<file path="src/rtl/pam5_dfe_slicer.sv">
// ============================================================================
// pam5_dfe_slicer
// ----------------------------------------------------------------------------
// Multi-channel PAM5 decision-feedback slicer. Each channel subtracts the
// post-cursor ISI estimate (active taps x past symbols) from its FFE sample.
// It slices the result to a symbol in {-2..+2} and reports the slicer error
// against the ideal level of the reference symbol. The reference symbol is
// the decision, or the known training symbol while training is enabled. The
// reference is what enters the feedback history.
//
// Ports
//   clock       rising-edge clock
//   reset_n     asynchronous active-low reset
//   in_valid    in_samples / train_syms valid
//   in_ready    block can accept a vector (!out_valid || out_ready)
//   in_samples  N_CH signed samples, ch0 in the MSB slice
//   train_en    feedback uses train_syms instead of decisions
//   train_syms  N_CH signed 3-bit known symbols, ch0 in the MSB slice
//   hist_clear  zero all decision histories on the next edge
//   tap_wr_en   write one shadow tap (tap_ch, tap_idx, tap_data)
//   tap_ch      shadow tap channel
//   tap_idx     shadow tap index, 0 = most recent symbol
//   tap_data    signed tap value, in sample LSBs per unit symbol
//   tap_commit  copy the whole shadow bank into the active bank
//   out_valid   out_syms / out_err valid
//   out_ready   consumer accepts the output
//   out_syms    N_CH signed 3-bit decisions, ch0 in the MSB slice
//   out_err     N_CH signed (SAMPLE_W+2)-bit slicer errors, ch0 in the MSB slice
// ============================================================================
module pam5_dfe_slicer #(
    parameter int N_CH       = 4,
    parameter int N_TAPS     = 14,
    parameter int SAMPLE_W   = 8,
    parameter int TAP_W      = 8,
    parameter int LEVEL_STEP = 51,
    localparam int CH_W      = (N_CH > 1) ? $clog2(N_CH) : 1,
    localparam int IDX_W     = (N_TAPS > 1) ? $clog2(N_TAPS) : 1
) (
    input  logic                           clock,
    input  logic                           reset_n,
    input  logic                           in_valid,
    output logic                           in_ready,
    input  logic [N_CH*SAMPLE_W-1:0]       in_samples,
    input  logic                           train_en,
    input  logic [N_CH*3-1:0]              train_syms,
    input  logic                           hist_clear,
    input  logic                           tap_wr_en,
    input  logic [CH_W-1:0]                tap_ch,
    input  logic [IDX_W-1:0]               tap_idx,
    input  logic signed [TAP_W-1:0]        tap_data,
    input  logic                           tap_commit,
    output logic                           out_valid,
    input  logic                           out_ready,
    output logic [N_CH*3-1:0]              out_syms,
    output logic [N_CH*(SAMPLE_W+2)-1:0]   out_err
);

    // ------------------------------------------------------------------------
    // Widths and constants
    // ------------------------------------------------------------------------
    localparam int F_W    = SAMPLE_W + 2;                    // equalised sample / error
    localparam int ACC_W  = TAP_W + 3 + $clog2(N_TAPS);      // feedback sum, never overflows
    localparam int PROD_W = TAP_W + 2;                       // one tap x symbol, |sym| <= 2
    localparam int MAX_W  = (ACC_W > F_W) ? ACC_W : F_W;
    // Headroom for sample - feedback and f - 2*LEVEL_STEP before saturation.
    localparam int WIDE_W = MAX_W + $clog2(LEVEL_STEP + 1) + 3;

    typedef logic signed [2:0]       sym_t;
    typedef logic signed [TAP_W-1:0] tap_t;
    typedef logic signed [F_W-1:0]   fval_t;
    typedef logic signed [WIDE_W-1:0] wide_t;

    localparam fval_t T1    = fval_t'(LEVEL_STEP / 2);
    localparam fval_t T2    = fval_t'((3 * LEVEL_STEP) / 2);
    localparam wide_t F_MAX = wide_t'((2 ** (F_W - 1)) - 1);
    localparam wide_t F_MIN = wide_t'(-(2 ** (F_W - 1)));
    localparam wide_t LVL1  = wide_t'(LEVEL_STEP);
    localparam wide_t LVL2  = wide_t'(2 * LEVEL_STEP);

    // ------------------------------------------------------------------------
    // Helper functions
    // ------------------------------------------------------------------------

    // Tap x symbol with shift/add only: |sym| selects tap or tap<<1, the
    // sign bit negates. Codes outside -2..+2 never reach the history.
    function automatic logic signed [PROD_W-1:0] tap_x_sym(input tap_t tap, input sym_t s);
        logic signed [PROD_W-1:0] mag;
        case (s)
            3'b001, 3'b111: mag = PROD_W'(tap);
            3'b010, 3'b110: mag = PROD_W'(tap) <<< 1;
            default:        mag = '0;
        endcase
        return s[2] ? -mag : mag;
    endfunction

    function automatic fval_t saturate(input wide_t v);
        if (v > F_MAX) return fval_t'(F_MAX);
        if (v < F_MIN) return fval_t'(F_MIN);
        return fval_t'(v);
    endfunction

    function automatic sym_t slice_sym(input fval_t f);
        if (f >= T2)  return 3'sd2;
        if (f >= T1)  return 3'sd1;
        if (f > -T1)  return 3'sd0;
        if (f > -T2)  return -3'sd1;
        return -3'sd2;
    endfunction

    // The 3-bit training code can carry -4 and +3; pull those to the PAM5 range.
    function automatic sym_t clamp_sym(input sym_t s);
        if (s > 3'sd2)  return 3'sd2;
        if (s < -3'sd2) return -3'sd2;
        return s;
    endfunction

    // Ideal level of a symbol, selected from constants rather than multiplied.
    function automatic wide_t level_of(input sym_t s);
        case (s)
            3'b001:  return LVL1;
            3'b111:  return -LVL1;
            3'b010:  return LVL2;
            3'b110:  return -LVL2;
            default: return '0;
        endcase
    endfunction

    // ------------------------------------------------------------------------
    // State
    // ------------------------------------------------------------------------
    tap_t                shadow_q [N_CH][N_TAPS];
    tap_t                active_q [N_CH][N_TAPS];
    sym_t                hist_q   [N_CH][N_TAPS];
    logic                out_valid_q;
    logic [N_CH*3-1:0]   out_syms_q;
    logic [N_CH*F_W-1:0] out_err_q;

    logic accept;

    assign in_ready  = !out_valid_q || out_ready;
    assign accept    = in_valid && in_ready;
    assign out_valid = out_valid_q;
    assign out_syms  = out_syms_q;
    assign out_err   = out_err_q;

    // ------------------------------------------------------------------------
    // Per-channel datapath
    // ------------------------------------------------------------------------
    logic signed [SAMPLE_W-1:0] ch_sample [N_CH];
    logic signed [ACC_W-1:0]    ch_fb     [N_CH];
    fval_t                      ch_f      [N_CH];
    sym_t                       ch_sym    [N_CH];
    sym_t                       ch_ref    [N_CH];
    fval_t                      ch_err    [N_CH];
    logic [N_CH*3-1:0]          out_syms_d;
    logic [N_CH*F_W-1:0]        out_err_d;

    always_comb begin
        // NOTE: every variable written here gets a value on every pass
        // before anything can read it; a path that skips an assignment
        // would infer a latch.
        out_syms_d = '0;
        out_err_d  = '0;
        for (int c = 0; c < N_CH; c++) begin
            ch_sample[c] = in_samples[(N_CH-1-c)*SAMPLE_W +: SAMPLE_W];
            ch_fb[c]     = '0;
            for (int k = 0; k < N_TAPS; k++) begin
                ch_fb[c] = ch_fb[c] + ACC_W'(tap_x_sym(active_q[c][k], hist_q[c][k]));
            end
            ch_f[c]   = saturate(wide_t'(ch_sample[c]) - wide_t'(ch_fb[c]));
            ch_sym[c] = slice_sym(ch_f[c]);
            ch_ref[c] = train_en ? clamp_sym(sym_t'(train_syms[(N_CH-1-c)*3 +: 3]))
                                 : ch_sym[c];
            ch_err[c] = saturate(wide_t'(ch_f[c]) - level_of(ch_ref[c]));
            out_syms_d[(N_CH-1-c)*3 +: 3]   = ch_sym[c];
            out_err_d[(N_CH-1-c)*F_W +: F_W] = ch_err[c];
        end
    end

    // ------------------------------------------------------------------------
    // Output register: 1-deep, holds while out_valid && !out_ready
    // ------------------------------------------------------------------------
    always_ff @(posedge clock or negedge reset_n) begin
        // NOTE: sequential state uses non-blocking assignments so every
        // register samples the pre-edge values, independent of block order.
        if (!reset_n) begin
            out_valid_q <= 1'b0;
            out_syms_q  <= '0;
            out_err_q   <= '0;
        end else if (accept) begin
            out_valid_q <= 1'b1;
            out_syms_q  <= out_syms_d;
            out_err_q   <= out_err_d;
        end else if (out_ready) begin
            out_valid_q <= 1'b0;
        end
    end

    // ------------------------------------------------------------------------
    // Decision history. A clear wins over a coincident accept: that vector
    // was already sliced with the old history and its reference is dropped.
    // ------------------------------------------------------------------------
    always_ff @(posedge clock or negedge reset_n) begin
        // NOTE: the history and tap arrays are reset element by element.
        // A stale tap or symbol left over from before reset would bias
        // the first decisions afterwards.
        if (!reset_n) begin
            for (int c = 0; c < N_CH; c++) begin
                for (int k = 0; k < N_TAPS; k++) hist_q[c][k] <= '0;
            end
        end else if (hist_clear) begin
            for (int c = 0; c < N_CH; c++) begin
                for (int k = 0; k < N_TAPS; k++) hist_q[c][k] <= '0;
            end
        end else if (accept) begin
            for (int c = 0; c < N_CH; c++) begin
                for (int k = N_TAPS - 1; k >= 1; k--) hist_q[c][k] <= hist_q[c][k-1];
                hist_q[c][0] <= ch_ref[c];
            end
        end
    end

    // ------------------------------------------------------------------------
    // Tap banks. A commit copies the shadow bank as it stood before this
    // edge, so a write in the same cycle lands only in the shadow bank.
    // ------------------------------------------------------------------------
    always_ff @(posedge clock or negedge reset_n) begin
        if (!reset_n) begin
            for (int c = 0; c < N_CH; c++) begin
                for (int k = 0; k < N_TAPS; k++) begin
                    shadow_q[c][k] <= '0;
                    active_q[c][k] <= '0;
                end
            end
        end else begin
            if (tap_wr_en && (32'(tap_ch) < N_CH) && (32'(tap_idx) < N_TAPS)) begin
                shadow_q[tap_ch][tap_idx] <= tap_data;
            end
            if (tap_commit) begin
                active_q <= shadow_q;
            end
        end
    end

endmodule

</file>
<file path="config.mk">
export PLATFORM = sky130hd
export DESIGN_NAME = pam5_dfe_slicer
export DESIGN_NICKNAME = d
export VERILOG_FILES = /design/src/rtl/pam5_dfe_slicer.sv
export SDC_FILE = /design/constraint.sdc
export NUM_CORES = 2
export LEC_CHECK = 0
export ABC_AREA = 1
export BUFFER_PORTS_ARGS = -buffer_cell sky130_fd_sc_hd__buf_2
export CORE_MARGIN = 5
export CORE_UTILIZATION = 40
export DETAILED_ROUTE_END_ITERATION = 16
export PLACE_DENSITY = 0.59
export SKIP_CTS_REPAIR_TIMING = 1
export SLEW_MARGIN = 20
export SYNTH_ARGS = -nofsm -noshare
export SYNTH_HDL_FRONTEND = slang
export SYNTH_SLANG_ARGS = --single-unit
</file>
<file path="constraint.sdc">
create_clock -name clock -period 12.14 [get_ports clock]
set_input_delay 0.607 -clock clock [delete_from_list [all_inputs] [get_ports clock]]
set_output_delay 0.607 -clock clock [all_outputs]
set_load 0.05 [all_outputs]
</file>
Word-level counts from Yosys, hierarchy flattened
Cells that the tools add are included.

word-level totals
  input port bits = 66
  register bits = 1,117

cells by class
  order comparisons = 45
  reductions and logical operators = 120
  multiplexer cells = 285
  bitwise logic cells = 2
  eq/ne operators = 240
  add/sub/neg operators = 116

operators with widths
  operator              count
  $pmux 10 s2           56
  $mux 10               88
  $neg 10->10           56
  $add 15x10->15        32
  $bwmux 448            1
  $pmux 24 s4           4
  $eq 3x3->1 const B    120
  $mux 168              2
  $demux 112 s2         1
  $reduce_or 2->1       112
  $eq 3x1->1 const B    60
  $eq 3x2->1 const B    60
  $mux 3                52
  $mux 112              1
  $gt 24x10->1 const B  4
  $lt 24x10->1 const B  4
  $sub 10x24->24        4
  $mux 1                78
  $gt 16x10->1 const B  4
  $lt 16x10->1 const B  4
  $sub 8x15->16         4
  $add 14x10->15        4
  $add 13x10->14        4
  $add 12x10->13        4
  21 further kinds      49

Logic depth before layout (Yosys ltp)
  depth after elaboration = 45
  depth in mapped cells = 70
  depth with buffers taken out = 69

Worst setup path before layout
No wires, ideal clock.

  path kind = flip-flop to flip-flop
  from = register hist_q[122] (netlist bit)
  to = register out_err_q[22], in the netlist out_err[22]
  data arrival time = 9,684 ps
  period minus slack after synthesis = 9,814 ps
  slack = 2,326 ps
  stages on the path, launching flop included = 52
  cell sequence = dfrtp_1 clkbuf_1 inv_1 nor2_1 nor3_1 inv_1 o22ai_1 nor3_1 nand2_1 or3_1 o211ai_1 o21ai_0 fa_1 fa_1 fa_1 fa_1 inv_1 fa_1 [16 not listed] nand3_1 nand2_1 inv_1 nand2_1 o21ai_0 inv_1 ha_1 nand2_1 o21ai_0 o211ai_1 o211ai_1 nand4_1 nand2_1 nand2_1 nand2_1 nand2_1 a21oi_2 a21oi_1

on the way
  cells in the longest elaborated chain, start to end = 42
  elaborated cells between the ends (all ways) = 67

ends and longest elaborated chain
  what                                      RTL line  RTL
  from (decl)                               133       sym_t hist_q [N_CH][N_TAPS];
  from (signal, indexed assignment)         218       hist_q[c][0] <= ch_ref[c];
  $eq 3x2->1, or another cell as far along  88        case (s)
  $reduce_or 2->1                           88
  $pmux 10 s2                               88
  $neg 10->10                               93        return s[2] ? -mag : mag;
  $mux 10 *                                 93
  $add 10x10->11 *                          168       ch_fb[c] = ch_fb[c] + ACC_W'(tap_x_sym(active_q[c][k], hist_q[c][k]));
  $add 11x10->12 *                          168
  $add 12x10->13 *                          168
  [25 not listed]                           -
  $mux 3                                    172       ch_ref[c] = train_en ? clamp_sym(sym_t'(train_syms[(N_CH-1-c)*3 +: 3]))
  $eq 3x3->1, or another cell as far along  119       case (s)
  $pmux 24 s4                               119
  $sub 10x24->24 *                          174       ch_err[c] = saturate(wide_t'(ch_f[c]) - level_of(ch_ref[c]));
  $lt 24x10->1                              98        if (v < F_MIN) return fval_t'(F_MIN);
  $mux 1 (2 in a row)                       98
  $mux 10                                   99        return fval_t'(v);
  $mux 10 *                                 98
  to (signal assigned)                      193       out_err_q <= out_err_d;
  to (decl)                                 136       logic [N_CH*F_W-1:0] out_err_q;

Mark *: on every way between the ends. The rest lies on a longest branch, timed or not. The select of a mux whose other input is x is not followed.
A chain may end at the register's enable or synchronous reset.

Worst setup path after layout
  from = register hist_q[92] (netlist bit)
  to = register out_err_q[22], in the netlist out_err[22]

on the way
  cells in the longest elaborated chain, start to end = 32
  elaborated cells between the ends (all ways) = 57

ends and longest elaborated chain
  what                                      RTL line  RTL
  $eq 3x2->1, or another cell as far along  88
  $reduce_or 2->1                           88
  $pmux 10 s2                               88
  $neg 10->10                               93
  $mux 10 *                                 93
  $add 15x10->15 * (3 in a row)             168
  $sub 8x15->16 *                           170       ch_f[c] = saturate(wide_t'(ch_sample[c]) - wide_t'(ch_fb[c]));
  $lt 16x10->1                              98
  [13 not listed]                           -
  $mux 3                                    172
  $eq 3x3->1, or another cell as far along  119
  $pmux 24 s4                               119
  $sub 10x24->24 *                          174
  $lt 24x10->1                              98
  $mux 1 (2 in a row)                       98
  $mux 10                                   99
  $mux 10 *                                 98

Marked as above.

==> results.toml <==
[placed_design]
place_congestion = 0.905
hpwl_mm = 160
portBuffers = 119

[floorplanning]
fp.dieW_um = 450
num_rows = 161
start_util = 0.402
dieArea_um2 = 202000
die_h_um = 450
core_um2 = 193000
io_pins = 120

[finish]
layout_common_cells = "1948 x inv_1, 1609 x nand2_1, 1116 x dfrtp_1, 916 x o21ai_0, 857 x nor2_1"
drive_above_1_share = 0.0545
syn_to_final_growth_pct = 10.1
final_common_cell = "inv_1"
nNetsFinal = 10400
fill_cells = 19200

[grt]
grt_pass1_vias = 60400
grt_overflow = 0
grt_max_degree = 215
antenna_found_initial = 6
grt_first_pass_wirelength_mm = 339
grt.total_usage = 0.210

[setup_path]
critPathRequiredTime_ps = 12810
cp-end-kind = "flop"
arrival_ps = 11700
cp_max_fo = 11
cp-start-kind = "flop"
worstSetupPathType = "flop to flop"
r2r_cells = 54
slowest_delay_ps = 540
critPathSlowestCell = "fa_1"
crit_top_cell = "inv_1"

[logic_synthesis]
synth_cell_types = 55
yosys.area_share.simple = 0.155
synth_edf_count = 0
synth_xor_area_frac = 0.0541
ys_seq_elements = 1117
synth_compound_area_frac = 0.140
synthFlopType = "dfrtp_1"
seq_area_frac_synth = 0.361
syn-cell-area_um2 = 77400
yosys_warnings = 0
syn_inst = 9564
synth_fp_nets = 10400
avgSynthCellArea_um2 = 8.10
synthAdderAreaFrac = 0.178
muxShareOfSynthArea = 0.00112
async_reset_ff_frac = 1.00
synth_top_family_by_area = "adder cells"

[sta]
holdWs_ps = 98.9
finalHoldViolations = 0
rsz0062_at_grt = "false"
period_share = 0.909
fin_crit_ps = 11030
setup_viol_count_final = 0
worst_pin_slew_ps = 1050
skew_ps = 35.2
max_freq_mhz = 90.7
relSlewSlack = 0.297
fin_tns_setup_ps = 0
slew_viol_final = 0

[power_and_ir_drop]
p_per_area_nw_per_um2 = 200
p_switching_mw = 7.53
seqPwrFrac = 0.268
swShare = 0.442
vdd_drop_max_uv = 309
power.internal_mw = 9.53
clkPwrFrac = 0.242
cellLeakagePower_nw = 40.7
combPwrFrac = 0.490

[run]
max_cap_violations = 0

[detailed_routing]
wl_per_cell_um = 17.4
ant_nets = 0
drt-total-wl_mm = 212
dr.pass1.iters = 6
drc_errors = 0
drtIter0Drc = 4500
num_vias = 61100
via_per_inst = 5.00

[clock_tree]
cts_tree = "built"
htreeDepth = 4
cts.clk_slew.worst_paths_ps = 70
clock_latency_ps = 800
cts_sinks = 1117
cts_inserted_buffers = 131
root_buffer = "clkbuf_16"
cts.path.max_buffers = 3

[hold_path]
hold_class = "input port to flop"
hold_depth = 4

[outcome]
status = "finished clean"
==> per-stage QoR <==
stage	total power, mW	cells	worst slack (ps)	util	cell area, µm²
3_3_place_gp	12.9	12000	755	0.418	80500
5_1_grt	18.6	12200	32.5	0.443	85200
4_1_cts	17.2	12200	673	0.442	85100
6_report	17.1	12200	1110	0.443	85200
2_1_floorplan	11.0	9564	2330	-	77400
3_5_place_dp	13.0	12000	750	0.418	80600
==> routing by layer <==
metal | GRT usage | up-vias | routed length (µm)
met2 | 0.348 | 1171 | 100000
met4 | 0.0592 | 0 | 5800
met3 | 0.0262 | 239 | 8580
li1 | - | 30000 | -
met1 | 0.291 | 29700 | 98000
met5 | 0 | - | 0
==> power groups by stage <==
stage	Combinational, mW	Sequential (mW)	Clock (mW)
final	8.37	4.57	4.12
after global routing	9.61	4.64	4.37
after CTS	8.41	4.57	4.23
after detailed placement	8.36	4.64	0
after global placement	8.30	4.62	0
after floorplan	6.11	4.84	0
==> state kept, by name, summed over array words and instances (netlist names) <==
signal / flops
hist_q: 168
out_err: 40
shadow_q: 448
out_syms: 12
active_q: 448
out_valid: 1
==> cells by family (layout without fill, tap and decap cells) <==
kind of cell	after synthesis	after routing
AOI/OAI and AO/OA	1973	1973
xor gates and xnor gates	477	477
adders and majority gates	756	756
buffers and inverters	2273	2389
DFF	1117	1117
muxes	8	8
other	0	7
and+or+nand+nor	2960	2960
==> worst paths after layout <==
path | to | from | slack [ps]
min reg2reg | active_q[151] | shadow_q[151] | 470
max reg2reg | out_err[22] | hist_q[92] | 1110
min | out_valid | out_ready | 100
max | out_err[22] | hist_q[92] | 1110
min in group asynchronous | shadow_q[356] | reset_n | 400
max in group asynchronous | hist_q[122] | reset_n | 8790
==> layout make-up <==
class	count	area (µm²)	share of cell area
Antenna cell	7	17.5	0.000206
Tap cell	2526	3160	0.0371
Timing Repair Buffer	165	1070	0.0126
Clock inverter	55	818	0.00960
Multi-Input combinational cell	6174	41000	0.481
Inverter	1987	7470	0.0877
Clock buffer	182	3710	0.0435
Sequential cell	1117	28000	0.328
==> cells in the mapped netlist, types with 140 or more instances <==
cell	number	area (µm²)
nand2_1	1613	6050
xnor2_1	149	1310
o21ai_0	917	4590
o22ai_1	509	3180
nand3_1	140	701
nor3_1	186	931
ha_1	184	2300
fa_1	572	11500
dfrtp_1	1117	28000
inv_1	1956	7340
xor2_1	327	2860
nor2_1	872	3270
clkbuf_1	276	1040
a21oi_1	409	2050
==> critical path, delay by kind of cell (launching register included) <==
kind | cells | cell delay (ps)
buffers and inverters | 14 | 1410
AO/OA/AOI/OAI | 10 | 2000
flip-flops | 1 | 470
adder cells (fa/ha/maj) | 9 | 3920
XOR/XNOR | 2 | 380
AND/OR/NAND/NOR | 19 | 2710
(Power assumes the default switching activity.)
